<file path="src/rtl/mem_agent_pkg.sv">
// Shared AXI constants, campaign state type and helpers for the mem_agent traffic master.
package mem_agent_pkg;

  localparam logic [1:0] BURST_INCR  = 2'b01;
  localparam logic [3:0] CACHE_VALUE = 4'b0011;
  localparam logic [7:0] LEN_SINGLE  = 8'd0;

  typedef enum logic [1:0] {
    StIdle,
    StRun,
    StDrain
  } campaign_state_e;

  // AxSIZE encoding for a full-width beat.
  function automatic logic [2:0] axi_size(input int unsigned data_width);
    return 3'($clog2(data_width / 8));
  endfunction

endpackage

</file>
<file path="src/rtl/mem_agent_chan.sv">
// Address-issue engine: issue counter, outstanding tracker and IDLE/RUN/DRAIN campaign FSM.
module mem_agent_chan
  import mem_agent_pkg::*;
#(
  parameter int unsigned           AddrWidth      = 32,
  parameter int unsigned           BeatBytes      = 16,
  parameter logic [AddrWidth-1:0]  BaseAddr       = '0,
  parameter int unsigned           NumTxn         = 4096,
  parameter int unsigned           MaxOutstanding = 32
) (
  input  logic                           clk_i,
  input  logic                           rst_ni,
  input  logic                           start_i,
  input  logic                           data_done_i,
  input  logic                           ready_i,
  input  logic                           resp_i,
  output logic                           valid_o,
  output logic [AddrWidth-1:0]           addr_o,
  output logic [$clog2(NumTxn+1)-1:0]    cnt_o,
  output campaign_state_e                state_o
);

  localparam int unsigned CntW = $clog2(NumTxn + 1);
  localparam int unsigned OutW = $clog2(MaxOutstanding + 1);
  localparam logic [CntW-1:0] NumTxnC = CntW'(NumTxn);
  localparam logic [OutW-1:0] MaxOutC = OutW'(MaxOutstanding);

  campaign_state_e state_q;
  logic [CntW-1:0] cnt_q;
  logic [CntW-1:0] resp_cnt_q;
  logic [OutW-1:0] outst_q;
  logic            issue_hs;
  logic            resp_hs;

  assign valid_o  = (state_q == StRun) && (cnt_q < NumTxnC) && (outst_q < MaxOutC);
  assign issue_hs = valid_o && ready_i;
  // Responses seen while idle (e.g. after a mid-campaign reset) are dropped.
  assign resp_hs  = resp_i && (state_q != StIdle) && (resp_cnt_q < NumTxnC);
  assign addr_o   = BaseAddr + AddrWidth'(cnt_q) * AddrWidth'(BeatBytes);
  assign cnt_o    = cnt_q;
  assign state_o  = state_q;

  always_ff @(posedge clk_i) begin
    if (!rst_ni) begin
      state_q    <= StIdle;
      cnt_q      <= '0;
      resp_cnt_q <= '0;
      outst_q    <= '0;
    end else begin
      unique case (state_q)
        StIdle: begin
          if (start_i) begin
            state_q    <= StRun;
            cnt_q      <= '0;
            resp_cnt_q <= '0;
            outst_q    <= '0;
          end
        end
        StRun:   if (cnt_q == NumTxnC && data_done_i) state_q <= StDrain;
        StDrain: if (resp_cnt_q == NumTxnC) state_q <= StIdle;
        default: state_q <= StIdle;
      endcase
      if (issue_hs) cnt_q <= cnt_q + 1'b1;
      if (resp_hs) resp_cnt_q <= resp_cnt_q + 1'b1;
      if (issue_hs && !resp_hs) begin
        outst_q <= outst_q + 1'b1;
      end else if (!issue_hs && resp_hs) begin
        outst_q <= outst_q - 1'b1;
      end
    end
  end

endmodule

</file>
<file path="src/rtl/mem_agent_maxi.sv">
// Self-driving AXI4 write/read traffic master. Define MEM_AGENT_RDCHK_EN to turn rd_bit_out
// into a sticky read-data checker instead of a parity accumulator.
module mem_agent_maxi
  import mem_agent_pkg::*;
#(
  parameter int unsigned            DATA_WIDTH      = 128,
  parameter int unsigned            ADDR_WIDTH      = 32,
  parameter logic [ADDR_WIDTH-1:0]  BASE_ADDR       = '0,
  parameter int unsigned            NUM_TXN         = 4096,
  parameter int unsigned            MAX_OUTSTANDING = 32
) (
  input  logic                    ACLK,
  input  logic                    ARESETN,
  output logic                    M_AXI_AWID,
  output logic [ADDR_WIDTH-1:0]   M_AXI_AWADDR,
  output logic [7:0]              M_AXI_AWLEN,
  output logic [2:0]              M_AXI_AWSIZE,
  output logic [1:0]              M_AXI_AWBURST,
  output logic                    M_AXI_AWLOCK,
  output logic [3:0]              M_AXI_AWCACHE,
  output logic [2:0]              M_AXI_AWPROT,
  output logic [3:0]              M_AXI_AWQOS,
  output logic [7:0]              M_AXI_AWUSER,
  output logic                    M_AXI_AWVALID,
  input  logic                    M_AXI_AWREADY,
  output logic [DATA_WIDTH-1:0]   M_AXI_WDATA,
  output logic [DATA_WIDTH/8-1:0] M_AXI_WSTRB,
  output logic                    M_AXI_WLAST,
  output logic [7:0]              M_AXI_WUSER,
  output logic                    M_AXI_WVALID,
  input  logic                    M_AXI_WREADY,
  input  logic                    M_AXI_BID,
  input  logic [1:0]              M_AXI_BRESP,
  input  logic [7:0]              M_AXI_BUSER,
  input  logic                    M_AXI_BVALID,
  output logic                    M_AXI_BREADY,
  output logic                    M_AXI_ARID,
  output logic [ADDR_WIDTH-1:0]   M_AXI_ARADDR,
  output logic [7:0]              M_AXI_ARLEN,
  output logic [2:0]              M_AXI_ARSIZE,
  output logic [1:0]              M_AXI_ARBURST,
  output logic [1:0]              M_AXI_ARLOCK,
  output logic [3:0]              M_AXI_ARCACHE,
  output logic [2:0]              M_AXI_ARPROT,
  output logic [3:0]              M_AXI_ARQOS,
  output logic [7:0]              M_AXI_ARUSER,
  output logic                    M_AXI_ARVALID,
  input  logic                    M_AXI_ARREADY,
  input  logic                    M_AXI_RID,
  input  logic [DATA_WIDTH-1:0]   M_AXI_RDATA,
  input  logic [1:0]              M_AXI_RRESP,
  input  logic                    M_AXI_RLAST,
  input  logic [7:0]              M_AXI_RUSER,
  input  logic                    M_AXI_RVALID,
  output logic                    M_AXI_RREADY,
  input  logic                    r_start_in,
  input  logic                    w_start_in,
  output logic                    rd_bit_out,
  output logic                    b_bit_out
);

  localparam int unsigned CntW = $clog2(NUM_TXN + 1);
  localparam logic [CntW-1:0] NumTxnC = CntW'(NUM_TXN);

  campaign_state_e wr_state;
  campaign_state_e rd_state;
  logic [CntW-1:0] aw_cnt;
  logic [CntW-1:0] ar_cnt;
  logic [CntW-1:0] w_cnt_q;
  logic            b_bit_q;
  logic            rd_bit_q;
  logic            r_hs;
  logic            unused_inputs;

  assign M_AXI_AWID    = 1'b0;
  assign M_AXI_AWLEN   = LEN_SINGLE;
  assign M_AXI_AWSIZE  = axi_size(DATA_WIDTH);
  assign M_AXI_AWBURST = BURST_INCR;
  assign M_AXI_AWLOCK  = 1'b0;
  assign M_AXI_AWCACHE = CACHE_VALUE;
  assign M_AXI_AWPROT  = 3'b000;
  assign M_AXI_AWQOS   = 4'b0000;
  assign M_AXI_AWUSER  = 8'h00;
  assign M_AXI_WSTRB   = '1;
  assign M_AXI_WLAST   = M_AXI_WVALID;
  assign M_AXI_WUSER   = 8'h00;
  assign M_AXI_BREADY  = 1'b1;
  assign M_AXI_ARID    = 1'b0;
  assign M_AXI_ARLEN   = LEN_SINGLE;
  assign M_AXI_ARSIZE  = axi_size(DATA_WIDTH);
  assign M_AXI_ARBURST = BURST_INCR;
  assign M_AXI_ARLOCK  = 2'b00;
  assign M_AXI_ARCACHE = CACHE_VALUE;
  assign M_AXI_ARPROT  = 3'b000;
  assign M_AXI_ARQOS   = 4'b0000;
  assign M_AXI_ARUSER  = 8'h00;
  assign M_AXI_RREADY  = 1'b1;

  assign unused_inputs = ^{M_AXI_BID, M_AXI_BUSER, M_AXI_RID, M_AXI_RRESP, M_AXI_RUSER, ar_cnt};

  mem_agent_chan #(
    .AddrWidth      (ADDR_WIDTH),
    .BeatBytes      (DATA_WIDTH / 8),
    .BaseAddr       (BASE_ADDR),
    .NumTxn         (NUM_TXN),
    .MaxOutstanding (MAX_OUTSTANDING)
  ) u_wr_chan (
    .clk_i       (ACLK),
    .rst_ni      (ARESETN),
    .start_i     (w_start_in),
    .data_done_i (w_cnt_q == NumTxnC),
    .ready_i     (M_AXI_AWREADY),
    .resp_i      (M_AXI_BVALID),
    .valid_o     (M_AXI_AWVALID),
    .addr_o      (M_AXI_AWADDR),
    .cnt_o       (aw_cnt),
    .state_o     (wr_state)
  );

  mem_agent_chan #(
    .AddrWidth      (ADDR_WIDTH),
    .BeatBytes      (DATA_WIDTH / 8),
    .BaseAddr       (BASE_ADDR),
    .NumTxn         (NUM_TXN),
    .MaxOutstanding (MAX_OUTSTANDING)
  ) u_rd_chan (
    .clk_i       (ACLK),
    .rst_ni      (ARESETN),
    .start_i     (r_start_in),
    .data_done_i (1'b1),
    .ready_i     (M_AXI_ARREADY),
    .resp_i      (M_AXI_RVALID && M_AXI_RLAST),
    .valid_o     (M_AXI_ARVALID),
    .addr_o      (M_AXI_ARADDR),
    .cnt_o       (ar_cnt),
    .state_o     (rd_state)
  );

  // W may run at most one beat ahead of the accepted AW count.
  assign M_AXI_WVALID = (wr_state == StRun) && (w_cnt_q < NumTxnC) && (w_cnt_q <= aw_cnt);
  assign M_AXI_WDATA  = DATA_WIDTH'(w_cnt_q);

  always_ff @(posedge ACLK) begin
    if (!ARESETN) begin
      w_cnt_q <= '0;
      b_bit_q <= 1'b0;
    end else begin
      if (wr_state == StIdle && w_start_in) begin
        w_cnt_q <= '0;
      end else if (M_AXI_WVALID && M_AXI_WREADY) begin
        w_cnt_q <= w_cnt_q + 1'b1;
      end
      if (M_AXI_BVALID && wr_state != StIdle) b_bit_q <= b_bit_q ^ ~(|M_AXI_BRESP);
    end
  end

  assign r_hs = M_AXI_RVALID && (rd_state != StIdle);

`ifdef MEM_AGENT_RDCHK_EN
  logic [CntW-1:0] exp_q;

  always_ff @(posedge ACLK) begin
    if (!ARESETN) begin
      exp_q    <= '0;
      rd_bit_q <= 1'b0;
    end else if (rd_state == StIdle && r_start_in) begin
      exp_q <= '0;
    end else if (r_hs) begin
      exp_q <= exp_q + 1'b1;
      if (M_AXI_RDATA != DATA_WIDTH'(exp_q) || M_AXI_RRESP[1]) rd_bit_q <= 1'b1;
    end
  end
`else
  always_ff @(posedge ACLK) begin
    if (!ARESETN) begin
      rd_bit_q <= 1'b0;
    end else if (r_hs) begin
      rd_bit_q <= rd_bit_q ^ (^M_AXI_RDATA);
    end
  end
`endif

  assign rd_bit_out = rd_bit_q;
  assign b_bit_out  = b_bit_q;

endmodule

</file>
<file path="config.mk">
export PLATFORM = sky130hd
export DESIGN_NAME = mem_agent_maxi
export DESIGN_NICKNAME = d
export VERILOG_FILES = /design/src/rtl/mem_agent_pkg.sv /design/src/rtl/mem_agent_chan.sv /design/src/rtl/mem_agent_maxi.sv
export SDC_FILE = /design/constraint.sdc
export NUM_CORES = 1
export LEC_CHECK = 0
export BUFFER_PORTS_ARGS = -buffer_cell sky130_fd_sc_hd__buf_2
export CAP_MARGIN = 10
export CORE_AREA = 2 2 177 179
export CTS_CLUSTER_SIZE = 25
export DETAILED_ROUTE_END_ITERATION = 8
export DIE_AREA = 0 0 179 181
export SKIP_CTS_REPAIR_TIMING = 1
export SYNTH_ARGS = -nofsm -noshare
export SYNTH_HDL_FRONTEND = slang
export SYNTH_SLANG_ARGS = --single-unit
</file>
<file path="constraint.sdc">
create_clock -name ACLK -period 5.7 [get_ports ACLK]
set_input_delay 1.14 -clock ACLK [delete_from_list [all_inputs] [get_ports ACLK]]
set_output_delay 1.14 -clock ACLK [all_outputs]
set_load 0.01 [all_outputs]
</file>
==> results.ini <==
[status]
status = finished, final reports clean

[timing]
finalSetupTns_ns = 0
setup_viol = 0
relSlewSlack_pct = 48.4
min_period_ns = 3.66
fmax_mhz = 274
final.setup.worst_slack_ns = 2.04
grt_setup_unrepaired = no
fin_crit_sh_pct = 64.1
worstMarginPinSlew_ns = 0.772
hold_viol_final = 0
whs_ns = 0.478
slew_viol_final = 0
finClkSkew_ns = 0.0101

[routing]
drt_iter0_markers = 323
wirelength_mm = 16.6
firstDrtPassIters = 5
num_vias = 6059
wl_per_cell_um = 10.8
drc = 0
viasPerCell = 3.94
ant_nets = 0

[pwr]
power.leakage_nw = 3.69
seqPwrFrac_pct = 32.9
swShare_pct = 34.0
ir_worst_vdd_mv = 0.130
p_int_mw = 1.21
total_power_mw = 1.84
comb_power_share_pct = 34.0
powerDensity_mw_per_mm2 = 223
p_clk_share_pct = 33.1
p_sw_mw = 0.625

[grt]
grt_max_degree = 29
grt_overflow = 0
grt_usage_pct = 9.61
antenna_found_initial = 1
grt_pass1_wl_mm = 25.5
grt_pass1_vias = 5159

[critical_path]
cpMaxStageDelayCell = dfxtp_1
critPathLaunchType = flip-flop
critPathMaxFanout = 5
required_ns = 4.56
worstSetupEndpointType = output pin
max_stage_delay_ns = 0.43
crit_path_frequent_cell = inv_1
worstPathArrival_ns = 2.52
cp_cell_sequence = inv_1 -> ha_1 -> nand4_1 -> nor3_1 -> inv_1 -> or3_4 -> a21boi_0 -> buf_2
crit_type = reg -> out

[final_layout]
syn_to_final_growth_pct = 9.57
instances_no_fill = 1538
drive_above_1_share_pct = 18.8
design_area_mm2 = 0.00824
num-fill-cells = 3348
final_common_cell = conb_1
layout.nets = 1325
fin_util_pct = 27.1
layout_common_cells = 248 x conb_1, 184 x buf_2, 120 x xnor2_1

[clock_network]
cts.sinks = 83
htree_levels = 3
cts_root_buf = clkbuf_16
cts_tree = yes
clkLatencyLatePin_ns = 0.34
path_clk_slew_ns = 0.07
numCtsBuffers = 9
cts_buffer_depth = 2

[floorplan]
io_pins = 453
core_mm2 = 0.0303
fp-row-count = 64
die_h_um = 181
start_util_pct = 24.8
die-area_mm2 = 0.0324
fp.dieW_um = 179

[synthesis]
synth-edff-count = 0
synth_area_per_cell_um2 = 7.84
yosys_most_used_dff = dfxtp_1
netlist_area_mm2 = 0.00752
seq_area_frac_synth_pct = 22.1
synthArstFlopShare_pct = 0
synth_cell_types = 52
synthCells = 959
synth-seq-cells = 83
yosysWarnings = 0

[hold_path]
min_path_type = reg -> reg

[placement]
hpwl_mm = 13.3
dpl_cell_area_mm2 = 0.00793
gp_congestion = 0.809
dp.cells = 1521
port_buffers = 184
pre_cts_ws_ns = 2.24

[job]
maxCapViolations = 0

[per-layer routing]
layer	part of all wire (%)	track usage [%]	wire [um]
met5	0	0	0
met1	43	12.4	7090
met3	5.0	0.715	835
met2	51	16.8	8400
met4	1.3	3.19	223
[Yosys cell counts (all sizes together), types with 8 or more instances]
cell	number	area, um^2
buf	251	1880
xnor2	120	1050
dfxtp	83	1660
nor2	74	278
nand2	61	229
nand3	38	190
a21oi	36	191
o21ai	34	170
inv	32	120
ha	29	363
xor2	29	254
nor3	20	100
and3	17	106
clkbuf	14	52.6
nand4	12	75.1
and2	10	62.6
a31oi	9	56.3
nor4	9	56.3
o21a	8	60.1
[cell families after synthesis]
kind of cell    count (synthesis)  share of synthesized area (%)
other cells                     2                         0.0999
buf+inv                       300                           27.5
flops                          83                           22.1
mux                             4                          0.583
compound gates                117                           9.64
fa+ha+maj                      29                           4.83
xor+xnor                      149                           17.4
simple gates                  275                           17.9
[critical path, delay by kind of cell, from the launching register on]
kind                     cells  cell delay [ns]
AO/OA/AOI/OAI                1             0.29
flip-flops                   1             0.43
AND/OR/NAND/NOR              3             0.77
adder cells (fa/ha/maj)      1             0.31
buffers and inverters        3             0.37
[final timing paths]
kind                                          from                                    end  slack (ns)  depth (start not counted)
max               u_wr_chan.cnt_o[10]$_SDFFE_PN0P_                           M_AXI_WVALID        2.04                          8
min          u_rd_chan.resp_cnt_q[12]$_SDFFE_PN0P_  u_rd_chan.resp_cnt_q[12]$_SDFFE_PN0P_        0.48                          2
max reg2reg      u_rd_chan.state_o[0]$_SDFFE_PN0P_      u_rd_chan.outst_q[5]$_SDFFE_PN0P_        2.83                          8
min reg2reg  u_rd_chan.resp_cnt_q[12]$_SDFFE_PN0P_  u_rd_chan.resp_cnt_q[12]$_SDFFE_PN0P_        0.48                          2
[power by group through the flow]
stage / sequential, mW / clock, mW / combinational (mW)
5_1_grt: 0.606 / 0.650 / 0.698
3_3_place_gp: 0.618 / 0 / 0.630
3_5_place_dp: 0.618 / 0 / 0.641
2_1_floorplan: 0.615 / 0 / 0.604
6_report: 0.604 / 0.609 / 0.624
4_1_cts: 0.604 / 0.625 / 0.641
[registers in the layout, indices dropped and copies added, names as in the netlist]
signal,cells
b_bit_out,1
rd_bit_out,1
u_rd_chan.cnt_o,13
u_rd_chan.outst_q,6
u_rd_chan.resp_cnt_q,13
u_rd_chan.state_o,2
u_wr_chan.cnt_o,13
u_wr_chan.outst_q,6
u_wr_chan.resp_cnt_q,13
u_wr_chan.state_o,2
w_cnt_q,13
[layout make-up]
type | instances | area (um^2) | area share [%]
antenna | 1 | 2.50 | 0.0304
clock buffer | 10 | 229 | 2.78
clock inverter | 6 | 72.6 | 0.881
inverter | 35 | 131 | 1.60
multi-input combinational | 822 | 4710 | 57.2
sequential | 83 | 1660 | 20.2
tap | 396 | 495 | 6.02
timing repair buffer | 185 | 928 | 11.3
Power figures use the tool's default switching activity.
